==> config.mk <==
export PLATFORM = sky130hd
export DESIGN_NAME = spi_reg_master_flat
export DESIGN_NICKNAME = d
export VERILOG_FILES = /design/src/rtl/spi_reg_master_if.sv /design/src/rtl/spi_reg_master.sv /design/src/flat_wrapper.sv
export SDC_FILE = /design/constraint.sdc
export NUM_CORES = 1
export LEC_CHECK = 0
export BUFFER_PORTS_ARGS = -buffer_cell sky130_fd_sc_hd__buf_2
export CAP_MARGIN = 0
export CORE_MARGIN = 2
export CORE_UTILIZATION = 50
export CTS_BUF_LIST = sky130_fd_sc_hd__clkbuf_16
export DETAILED_ROUTE_END_ITERATION = 8
export PLACE_DENSITY_LB_ADDON = 0.2
export SLEW_MARGIN = 40
export SYNTH_ARGS = -nofsm -noshare
export SYNTH_HDL_FRONTEND = slang
export SYNTH_SLANG_ARGS = --single-unit
==> constraint.sdc <==
create_clock -name clk -period 1.7 [get_ports clk]
set_clock_uncertainty 0.05 [all_clocks]
set_input_delay 0 -clock clk [delete_from_list [all_inputs] [get_ports clk]]
set_output_delay 0 -clock clk [all_outputs]
set_load 0.01 [all_outputs]
==> src/rtl/spi_reg_master_if.sv <==
// Command/response bus of spi_reg_master: one command in flight, one-cycle response strobe.
interface spi_reg_master_if #(
  parameter int ADDR_W = 3,
  parameter int REG_W  = 8
);
  logic              cmd_valid;
  logic              cmd_ready;
  logic              cmd_write;
  logic [ADDR_W-1:0] cmd_addr;
  logic [REG_W-1:0]  cmd_wdata;
  logic              rsp_valid;
  logic [REG_W-1:0]  rsp_rdata;

  modport master (
    output cmd_valid, cmd_write, cmd_addr, cmd_wdata,
    input  cmd_ready, rsp_valid, rsp_rdata
  );

  modport slave (
    input  cmd_valid, cmd_write, cmd_addr, cmd_wdata,
    output cmd_ready, rsp_valid, rsp_rdata
  );
endinterface

==> src/rtl/spi_reg_master.sv <==
// SPI mode-0 register initiator: one write/read frame per command, registered pins.
// Define SPI_REG_MASTER_LOOPBACK_EN to capture the driven spi_mosi instead of spi_miso.
module spi_reg_master #(
  parameter int ADDR_W  = 3,
  parameter int REG_W   = 8,
  parameter int CLK_DIV = 4
) (
  input  logic             clk,
  input  logic             rstb,
  input  logic             ena,
  spi_reg_master_if.slave  bus,
  output logic             spi_cs_n,
  output logic             spi_clk,
  output logic             spi_mosi,
  input  logic             spi_miso
);

  localparam int FRAME_W = 8 + REG_W;
  localparam int DIV_W   = $clog2(CLK_DIV);
  localparam int BIT_W   = $clog2(FRAME_W);

  typedef enum logic [2:0] {
    ST_IDLE,
    ST_SETUP,
    ST_SHIFT,
    ST_HOLD,
    ST_GAP
  } state_t;

  state_t               state_q, state_d;
  logic [DIV_W-1:0]     div_q, div_d;
  logic [BIT_W-1:0]     bit_q, bit_d;
  logic [FRAME_W-1:0]   tx_q, tx_d;
  logic [REG_W-1:0]     rx_q, rx_d;
  logic                 wr_q, wr_d;
  logic                 cs_n_q, cs_n_d;
  logic                 sclk_q, sclk_d;
  logic                 mosi_q, mosi_d;
  logic                 ready_q, ready_d;
  logic                 rsp_valid_q, rsp_valid_d;
  logic [REG_W-1:0]     rdata_q, rdata_d;

  logic                 fire;
  logic                 div_last;
  logic                 sample;
  logic [7:0]           cmd_byte;
  logic [REG_W-1:0]     wdata_sel;
  logic [FRAME_W-1:0]   frame;

  assign fire     = bus.cmd_valid && ready_q;
  assign div_last = (div_q == DIV_W'(CLK_DIV - 1));

`ifdef SPI_REG_MASTER_LOOPBACK_EN
  assign sample = mosi_q;
`else
  assign sample = spi_miso;
`endif

  // Command byte: write flag in bit 7, zero padding, address in the low bits.
  always_comb begin
    cmd_byte    = 8'(bus.cmd_addr);
    cmd_byte[7] = bus.cmd_write;
    wdata_sel   = bus.cmd_write ? bus.cmd_wdata : '0;
    frame       = {cmd_byte, wdata_sel};
  end

  always_comb begin
    // NOTE: every signal gets its hold/default value first so no latch is inferred.
    state_d     = state_q;
    div_d       = div_q;
    bit_d       = bit_q;
    tx_d        = tx_q;
    rx_d        = rx_q;
    wr_d        = wr_q;
    cs_n_d      = cs_n_q;
    sclk_d      = sclk_q;
    mosi_d      = mosi_q;
    ready_d     = 1'b0;
    rsp_valid_d = 1'b0;
    rdata_d     = rdata_q;

    unique case (state_q)
      ST_IDLE: begin
        ready_d = ena && !fire;
        if (fire) begin
          state_d = ST_SETUP;
          div_d   = '0;
          bit_d   = '0;
          tx_d    = frame;
          wr_d    = bus.cmd_write;
          cs_n_d  = 1'b0;
          sclk_d  = 1'b0;
          mosi_d  = frame[FRAME_W-1];
        end
      end

      ST_SETUP: begin
        div_d = div_q + DIV_W'(1);
        if (div_last) begin
          div_d   = '0;
          state_d = ST_SHIFT;
        end
      end

      // Each SPI period is a low half then a high half of CLK_DIV cycles.
      ST_SHIFT: begin
        div_d = div_q + DIV_W'(1);
        if (div_last) begin
          div_d = '0;
          if (!sclk_q) begin
            sclk_d = 1'b1;
            rx_d   = REG_W'({rx_q, sample});
          end else begin
            sclk_d = 1'b0;
            if (bit_q == BIT_W'(FRAME_W - 1)) begin
              state_d = ST_HOLD;
            end else begin
              bit_d  = bit_q + BIT_W'(1);
              tx_d   = tx_q << 1;
              mosi_d = tx_d[FRAME_W-1];
            end
          end
        end
      end

      ST_HOLD: begin
        div_d = div_q + DIV_W'(1);
        if (div_last) begin
          div_d       = '0;
          state_d     = ST_GAP;
          cs_n_d      = 1'b1;
          mosi_d      = 1'b0;
          rsp_valid_d = 1'b1;
          rdata_d     = wr_q ? '0 : rx_q;
        end
      end

      ST_GAP: begin
        div_d = div_q + DIV_W'(1);
        if (div_last) begin
          div_d   = '0;
          state_d = ST_IDLE;
        end
      end

      default: state_d = ST_IDLE;
    endcase
  end

  always_ff @(posedge clk or negedge rstb) begin
    if (!rstb) begin
      state_q     <= ST_IDLE;
      div_q       <= '0;
      bit_q       <= '0;
      tx_q        <= '0;
      rx_q        <= '0;
      wr_q        <= 1'b0;
      cs_n_q      <= 1'b1;
      sclk_q      <= 1'b0;
      mosi_q      <= 1'b0;
      ready_q     <= 1'b0;
      rsp_valid_q <= 1'b0;
      rdata_q     <= '0;
    end else begin
      // NOTE: non-blocking assignments so every register sees pre-edge values.
      state_q     <= state_d;
      div_q       <= div_d;
      bit_q       <= bit_d;
      tx_q        <= tx_d;
      rx_q        <= rx_d;
      wr_q        <= wr_d;
      cs_n_q      <= cs_n_d;
      sclk_q      <= sclk_d;
      mosi_q      <= mosi_d;
      ready_q     <= ready_d;
      rsp_valid_q <= rsp_valid_d;
      rdata_q     <= rdata_d;
    end
  end

  assign spi_cs_n      = cs_n_q;
  assign spi_clk       = sclk_q;
  assign spi_mosi      = mosi_q;
  assign bus.cmd_ready = ready_q;
  assign bus.rsp_valid = rsp_valid_q;
  assign bus.rsp_rdata = rdata_q;

endmodule

==> src/flat_wrapper.sv <==
// flat-port wrapper written by rule: the top's interface ports become plain ports
module spi_reg_master_flat 
#(
  parameter int ADDR_W  = 3,
  parameter int REG_W   = 8,
  parameter int CLK_DIV = 4
)
  (clk, rstb, ena, spi_cs_n, spi_clk, spi_mosi, spi_miso, bus_cmd_valid, bus_cmd_write, bus_cmd_addr, bus_cmd_wdata, bus_cmd_ready, bus_rsp_valid, bus_rsp_rdata);
  spi_reg_master_if #(.ADDR_W(ADDR_W), .REG_W(REG_W)) bus_i ();
  input  logic clk;
  input  logic rstb;
  input  logic ena;
  output logic spi_cs_n;
  output logic spi_clk;
  output logic spi_mosi;
  input  logic spi_miso;
  input wire logic [$bits(bus_i.cmd_valid)-1:0] bus_cmd_valid;
  input wire logic [$bits(bus_i.cmd_write)-1:0] bus_cmd_write;
  input wire logic [$bits(bus_i.cmd_addr)-1:0] bus_cmd_addr;
  input wire logic [$bits(bus_i.cmd_wdata)-1:0] bus_cmd_wdata;
  output wire logic [$bits(bus_i.cmd_ready)-1:0] bus_cmd_ready;
  output wire logic [$bits(bus_i.rsp_valid)-1:0] bus_rsp_valid;
  output wire logic [$bits(bus_i.rsp_rdata)-1:0] bus_rsp_rdata;
  assign bus_i.cmd_valid = bus_cmd_valid;
  assign bus_i.cmd_write = bus_cmd_write;
  assign bus_i.cmd_addr = bus_cmd_addr;
  assign bus_i.cmd_wdata = bus_cmd_wdata;
  assign bus_cmd_ready = bus_i.cmd_ready;
  assign bus_rsp_valid = bus_i.rsp_valid;
  assign bus_rsp_rdata = bus_i.rsp_rdata;
  spi_reg_master #(.ADDR_W(ADDR_W), .REG_W(REG_W), .CLK_DIV(CLK_DIV)) u_core (.clk(clk), .rstb(rstb), .ena(ena), .bus(bus_i), .spi_cs_n(spi_cs_n), .spi_clk(spi_clk), .spi_mosi(spi_mosi), .spi_miso(spi_miso));
endmodule
# Word level (Yosys, flattened, before mapping)
# Cells that the tools add are included.
[totals]
register_bits = 46
input_bits = 17
output_inout_bits = 13
[op_classes]
addsub = 2
eq_ne = 14
muxes = 38
n_bitwise = 1
reduce_logical = 18
[op_table]
columns = ["op", "count"]
rows = [
  ["$mux 15", 4],
  ["$pmux 15 s2", 1],
  ["$mux 3", 7],
  ["$mux 4", 4],
  ["$mux 8", 2],
  ["$pmux 3 s5", 1],
  ["$ne 2x1->1 const B", 7],
  ["$mux 1", 12],
  ["$reduce_and 3->1", 3],
  ["$pmux 4 s2", 1],
  ["$reduce_and 7->1", 1],
  ["$eq 3x2->1 const B", 2],
  ["$reduce_and 2->1", 3],
  ["$reduce_and 6->1", 1],
  ["$reduce_bool 2->1", 3],
  ["$reduce_and 5->1", 1],
  ["$add 4x1->4 const B", 1],
  ["$eq 4x4->1 const B", 1],
  ["$mux 2", 2],
  ["$pmux 1 s2", 2],
  ["$pmux 2 s2", 1],
  ["$reduce_or 4->1", 1],
  ["$eq 3x1->1 const B", 1],
  ["$eq 3x3->1 const B", 1],
  ["9 further kinds", 10],
]

# Depth between registers and ports, before layout
# Gate-level depths: netlist (run 1).
[logic_depth]
word_depth = 5
mapped_depth = 6
mapped_depth_nobuf = 5

# Worst setup path before layout (run 1)
# Ideal clock, no wire load.
[synth_path]
kind = "register -> register"
startpoint = "register u_core.div_q[0]"
endpoint = "register u_core.rx_q[0]"
setup_ps = 125
arrival_time_ps = 1470
required_time_ps = 1525
path_slack_ps = 55
stages_incl_launch_ff = 5
path_buffers = 0
cell_sequence = "dfrtp_1 > ha_1 > nand2_1 > nor3_4 > mux2_2"
[synth_via]
elab_chain_len = 2
[synth_rtl]
columns = ["item", "line_no", "source"]
rows = [
  ["start: declaration", "spi_reg_master.sv:31", "logic [DIV_W-1:0] div_q, div_d;"],
  ["start signal: assignment", "spi_reg_master.sv:167", "div_q <= div_d;"],
  ["$eq 2x2->1", "spi_reg_master.sv:51", "assign div_last = (div_q == DIV_W'(CLK_DIV - 1));"],
  ["$reduce_and 3->1 (no line)", "n/a", ""],
  ["end signal: assignment", "spi_reg_master.sv:170", "rx_q <= rx_d;"],
  ["end: declaration", "spi_reg_master.sv:34", "logic [REG_W-1:0] rx_q, rx_d;"],
]
# No other way between the ends.
# A chain may end at the register's enable or synchronous reset.

# Worst setup path after layout (run 1)
[layout_path]
startpoint = "register u_core.state_q[0]"
endpoint = "register u_core.bit_q[2]"
[layout_via]
elab_chain_len = 3
elab_cells_between_ends = 9
cone_classes = "5 x eq/ne; 1 x mux; 3 x reduce/logical"
[layout_rtl]
columns = ["item", "line_no", "source"]
rows = [
  ["start: declaration", "spi_reg_master.sv:30", "state_t state_q, state_d;"],
  ["start signal: assignment", "spi_reg_master.sv:166", "state_q <= state_d;"],
  ["$eq 3x2->1 or $logic_not 3->1 (tied branches)", "spi_reg_master.sv:82", "unique case (state_q)"],
  ["$ne 2x1->1 (no line) (tied with other cells)", "n/a", ""],
  ["$reduce_and 5->1 (no line)", "n/a", ""],
  ["end signal: assignment", "spi_reg_master.sv:168", "bit_q <= bit_d;"],
  ["end: declaration", "spi_reg_master.sv:32", "logic [BIT_W-1:0] bit_q, bit_d;"],
]
# Several ways; a longest one is shown, not always the timed one.

==> summary.md, run 1 <==
| Metric | Value |
|---|---|
| Outcome | complete, no violations |
| Unrepaired setup endpoints after global routing | false |
| TritonCTS clock tree | yes |
| Final hold vios | 0 |
| Inst Count DP | roughly 280 |
| Initial core utilization | 0.521 |
| Final setup violation count | 0 |
| Min-Delay Path Class | in -> reg |
| DIE AREA | around 4700 um2 |
| Initial antenna violation count | 0 |
| WP depth | 5 |
| Largest net degree at the start of global routing | between 40 and 50 |
| Setup TNS | 0 ns |
| Max_cap viols | 0 |
| Commonest non-fill, non-tap cells in the layout | dfrtp_1 (44), buf_2 (29), a21oi_1 (27) |
| Synth Flop Type | dfrtp_1 |
| Synth Register Bits | 46 |
| Chip width | between 60 and 70 um |
| HP Start | bus_cmd_wdata[4] |
| Worst EP required | 1.86 ns |
| Crit path launch type | flop |
| Syn-to-layout area delta | 30.9% |
| CP bufs+invs | 1 |
| Leak | about 1.3 nW |
| DR WL/cell | ~15 um |
| Num CTS Buffers | 5 |
| Worst EP arrival | 1.77 ns |
| Fin Hold WS | about 0.0075 ns |
| GR Util All Layers | 0.222 |
| Most common cell after layout, fill and taps aside | dfrtp_1 |
| Clk buf depth | 2 |
| Antenna viol nets, final | 0 |
| Least-Margin Pin Slew | about 0.57 ns |
| Worst path max stage delay | ~0.46 ns |
| Ys async rst share | 1.00 |
| Synth Warn # | 0 |
| Pwr dens | around 1500 nW/um2 |
| First-pass DRT Iterations | 4 |
| Slew HR | 0.618 |
| Crit end category | flop |
| Depth of the CTS H-tree | 2 |
| CP max-delay cell | dfrtp_1 |
| DRC | 0 |
| Final worst-path cycle share | 0.948 |
| Grt ovf | 0 |
| WL final | between 4 and 5 mm |
| Hold Path Depth | 3 |
| Row cnt | 23 |
| IO Port Bufs | 29 |
| RePlAce Congestion | 0.786 |
| Worst-Skew Late Latency | slightly below 0.3 ns |
| Number of global-route vias before repair | about 1700 |
| Min Tclk post-route | about 1.6 ns |
| Vias per Instance | 5.60 |
| Mapped Nets | 210 |
| # diodes | 0 |
| Synthesized area | between 2000 and 2500 um2 |
| CP Max Fanout | 8 |
| Die height | 68.6 um |
| Worst path top cell family by delay | compound AO/OA/AOI/OAI gates |
| Achievable frequency | roughly 0.62 GHz |
| VDD IR-drop max | around 1000 uV |
| Post-synthesis sequential area ratio | 0.553 |
| Dpl hpwl | ~3.1 mm |
| Start point of the critical path | u_core.state_q[0] |
| Final Instance Count excl. Fillers | 301 |
| Mapped Cells | 190 |
| Vias | about 1700 |
| Crit-path most repeated cell | a21oi_1 |
| Layout cells sized above 1 | 0.307 |
| Number of enable flip-flop cells after synthesis | 0 |
| First-pass GRT wire length | 7.49 mm |
| Starting DRT DRC Count | 81 |
| Synth unique cells | 40 |
| Clock transition at the registers of the reported paths | roughly 0.060 ns |
| Critical path type | reg -> reg |
| IO Pins | 30 |
| Clock root buffer | clkbuf_16 |
| Final Max Tran Viols | 0 |
| R2r worst-path depth | 5 |
| Clk sinks | 46 |
| Reg-to-Reg Start | u_core.state_q[0] |
| Tot Pwr | between 4 and 5 mW |
| Mean Syn Cell Area | roughly 11 um2 |
| Nets@finish | 270 |
| CP Cell Sequence | or2_0 -> buf_4 -> a21oi_1 -> a21oi_1 -> a21oi_1 |
| Core area | roughly 4000 um2 |
==> cell usage after synthesis (all sizes together) (2+ instances only) <==
master	instances	area, um2
nor2	4	15.0
nand3b	3	22.5
o21ai	13	65.1
a211oi	2	15.0
nor4	3	18.8
nand2b	8	50.1
ha	3	37.5
clkbuf	2	7.51
nand3	3	15.0
mux2i	3	30.0
nor3b	2	15.0
and3b	2	17.5
and3	2	12.5
a22o	6	52.6
nor3	4	47.5
buf	7	40.0
a22oi	7	52.6
or2	2	12.5
dfrtp	45	1130
a21oi	27	135
mux2	10	113
inv	2	7.51
nand2	19	71.3
==> path summary, 6_finish.rpt <==
| kind | to | slack (ns) |
|---|---|---|
| setup / recovery | u_core.bit_q[2] | 0.09 |
| hold / removal | u_core.tx_q[4] | 0.008 |
| setup reg to reg | u_core.bit_q[2] | 0.09 |
| hold reg to reg | u_core.spi_cs_n | 0.42 |
| max in group asynchronous | u_core.state_q[1] | 0.92 |
| min in group asynchronous | u_core.bit_q[3] | 0.27 |
==> metrics by stage <==
| step | util | instance area (um2) | setup WS (ns) |
|---|---|---|---|
| after floorplan | - | 2080 | 0.0551 |
| after global placement | 0.600 | 2400 | 0.0895 |
| after detailed placement | 0.600 | 2400 | 0.0103 |
| after CTS | 0.675 | 2700 | 0.00823 |
| after global routing | 0.682 | 2730 | 0.0165 |
| final | 0.682 | 2730 | 0.0891 |
==> cell type report <==
type,count,area [um2]
clock buffer,5,125
clock inverter,3,43.8
fill,309,1270
inverter,2,7.51
multi-input combinational,133,898
sequential,46,1150
tap,50,62.6
timing repair buffer,62,438
==> where the power goes <==
| part | internal [mW] | switching [mW] |
|---|---|---|
| combinational | 0.690 | 0.743 |
| sequential | 1.41 | 0.253 |
| clock | 0.696 | 0.413 |
| total | 2.79 | 1.41 |
==> cell families after synthesis <==
family	count (synthesis)	share of synthesized area
AOI/OAI and AO/OA	62	0.181
xor gates and xnor gates	1	0.00420
adders and majority gates	3	0.0180
buffers and inverters	11	0.0264
DFF	46	0.553
muxes	13	0.0684
and+or+nand+nor	54	0.149
==> metal layers <==
| metal | share of wire | track usage |
|---|---|---|
| met2 | 0.51 | 0.377 |
| met3 | 0.047 | 0.0552 |
| met5 | 0 | 0 |
| met4 | 0.026 | 0.108 |
| met1 | 0.42 | 0.261 |
==> state kept, by name (all words and copies together), names as in the netlist, 2 cells and up <==
signal                cells
u_core.bit_q              4
u_core.rx_q               8
u_core.state_q            3
u_core.div_q              2
u_core.bus.rsp_rdata      8
u_core.tx_q              15
==> worst reg2reg max path: stages (launching register included) <==
cell,delay [ns]
dfrtp_1,0.46
or2_0,0.33
buf_4,0.18
a21oi_1,0.26
a21oi_1,0.12
a21oi_1,0.13
==> timing repair <==
action | 4_1_cts | 5_1_grt
resized for setup | 0 | 6
hold endpoints to repair | 57 | 0
hold buffers | 13 | 0
buffers inserted | 0 | 1
endpoints found under the setup margin | 0 | 22
Note: power is estimated with default switching activity, not from simulation.
==> run 2: changes to the inputs <==
- CORE_MARGIN: 2 -> 3
- PLACE_DENSITY: not set -> 0.75
- PLACE_DENSITY_LB_ADDON: 0.2 -> not set
==> run 2 against run 1 <==
Against the previous run: sequential share of layout area shrank 0.26 points; die area grew 5.9%; power shrank 1.4%; critical endpoint is now u_core.rx_q[2]; largest cell class unchanged.
==> summary.md, run 2 (synthesis results as in run 1) <==
| Metric | Value |
|---|---|
| Crit end category | flop |
| Final core occ | 0.717 |
| Commonest non-fill, non-tap cells in the layout | dfrtp_1 (45), buf_2 (29), a21oi_1 (26) |
| Footprint of the multi-input gates | slightly below 900 um2 |
| Initial antenna violation count | 0 |
| Slew HR | 0.692 |
| RePlAce Congestion | just under 0.8 |
| First-pass DRT Iterations | 4 |
| Leak | approximately 1.3 nW |
| CP Cell Sequence | or2_0 -> nor3_4 -> buf_12 -> mux2_2 |
| Fill count | approximately 280 |
| Setup TNS | 0 ns |
| Starting DRT DRC Count | slightly above 90 |
| Vias per Instance | 5.41 |
| Final worst-path cycle share | 0.948 |
| Vias | 1628 |
| First-pass GRT wire length | 7.98 mm |
| Initial core utilization | 0.545 |
| Achievable frequency | ~0.62 GHz |
| Layout cells sized above 1 | 0.300 |
| DRC | 0 |
| # diodes | 0 |
| Worst path max stage delay | approximately 0.47 ns |
| Antenna viol nets, final | 0 |
| Register area | about 1200 um2 |
| Largest net degree at the start of global routing | 29 |
| Num CTS Buffers | 5 |
| WL final | approximately 4.5 mm |
| GR Util All Layers | 0.202 |
| Min-Delay Path Class | in -> reg |
| Row cnt | 22 |
| Clock transition at the registers of the reported paths | 0.06 ns |
| VDD IR-drop max | about 800 uV |
| Final setup violation count | 0 |
| Outcome | complete, no violations |
| CP Max Fanout | 8 |
| Chip width | 70.6 um |
| Nets@finish | approximately 270 |
| Final Max Tran Viols | 0 |
| Number of global-route vias before repair | 1690 |
| Dpl hpwl | 3.02 mm |
| Pwr dens | roughly 1500 nW/um2 |
| Most common cell after layout, fill and taps aside | dfrtp_1 |
| Final hold vios | 0 |
| DR WL/cell | approximately 15 um |
| Worst-Skew Late Latency | between 0.2 and 0.3 ns |
| IO Port Bufs | 29 |
| DIE AREA | 4980 um2 |
| Clk buf depth | 2 |
| Core area | 3830 um2 |
| Die height | approximately 70 um |
| Critical path type | reg -> reg |
| Unrepaired setup endpoints after global routing | false |
| Worst EP arrival | about 1.7 ns |
| IO Pins | 30 |
| Clock root buffer | clkbuf_16 |
| TritonCTS clock tree | yes |
| Max_cap viols | 0 |
| Syn-to-layout area delta | 31.6% |
| Least-Margin Pin Slew | 0.462 ns |
| Largest register FFs | 15 |
| Min Tclk post-route | about 1.6 ns |
| Depth of the CTS H-tree | 2 |
| Grt ovf | 0 |
| Clk sinks | 46 |
| Largest Register | u_core.tx_q |
| Worst EP required | between 1.5 and 2 ns |
| Crit path launch type | flop |
| CP max-delay cell | dfrtp_1 |
==> run 2: path summary, 6_finish.rpt <==
kind	slack (ns)	startpoint	endpoint	cells past startpoint
worst max-delay path	0.09	u_core.state_q[0]	u_core.rx_q[2]	4
min in group asynchronous	0.15	rstb	u_core.state_q[2]	2
max in group asynchronous	0.87	rstb	u_core.spi_cs_n	3
worst min register to register	0.42	u_core.bus.rsp_rdata[4]	u_core.bus.rsp_rdata[4]	2
worst max register to register	0.09	u_core.state_q[0]	u_core.rx_q[2]	4
worst min-delay path	0.02	bus_cmd_wdata[5]	u_core.tx_q[5]	3
==> run 2: cell type report <==
cell class | count | share of cell area
multi-input combinational | 133 | 0.325
timing repair buffer | 64 | 0.171
clock inverter | 3 | 0.0137
clock buffer | 5 | 0.0456
sequential | 46 | 0.420
tap | 48 | 0.0219
inverter | 2 | 0.00274
==> run 2: metal layers <==
layer  part of all wire  global-route usage  vias up  wire length (um)
met5                  0                   0        -                 0
met4             0.0027              0.0501        0                12
li1                   -                   -      812                 -
met1               0.47               0.275      788              2080
met3              0.034              0.0483        2               151
met2               0.50               0.331       26              2210
==> run 2: where the power goes <==
part | leakage, nW | switching, mW | internal, mW
clock | 0.0826 | 0.379 | 0.683
combinational | 0.621 | 0.733 | 0.709
sequential | 0.596 | 0.236 | 1.41
==> run 2: timing repair <==
item / 4_1_cts / 5_1_grt
endpoints found under the hold margin: 58 / 0
gates resized for setup: 0 / 5
setup endpoints to repair: 0 / 22
hold buffers: 14 / 0
buffers inserted: 0 / 0
==> run 2: metrics by stage <==
stage / setup WS (ns) / area, um2 / std cells / hold slack (ns) / power, mW
global route: 0.000507 / 2740 / 301 / 0.0284 / 4.46
detailed placement: 0.0458 / 2420 / 279 / -0.0701 / 3.05
floorplan: 0.0551 / 2080 / 190 / -0.346 / 2.55
global placement: 0.100 / 2420 / 279 / -0.0765 / 3.00
finish: 0.0880 / 2740 / 301 / 0.0162 / 4.15
CTS: 0.0283 / 2730 / 301 / 0.0191 / 4.16
==> run 2: worst max-delay path, delay by kind of cell, from the launching register on <==
kind	cells	cell delay [ns]
buffers and inverters	1	0.15
multiplexers	1	0.33
flip-flops	1	0.47
AND/OR/NAND/NOR	2	0.50
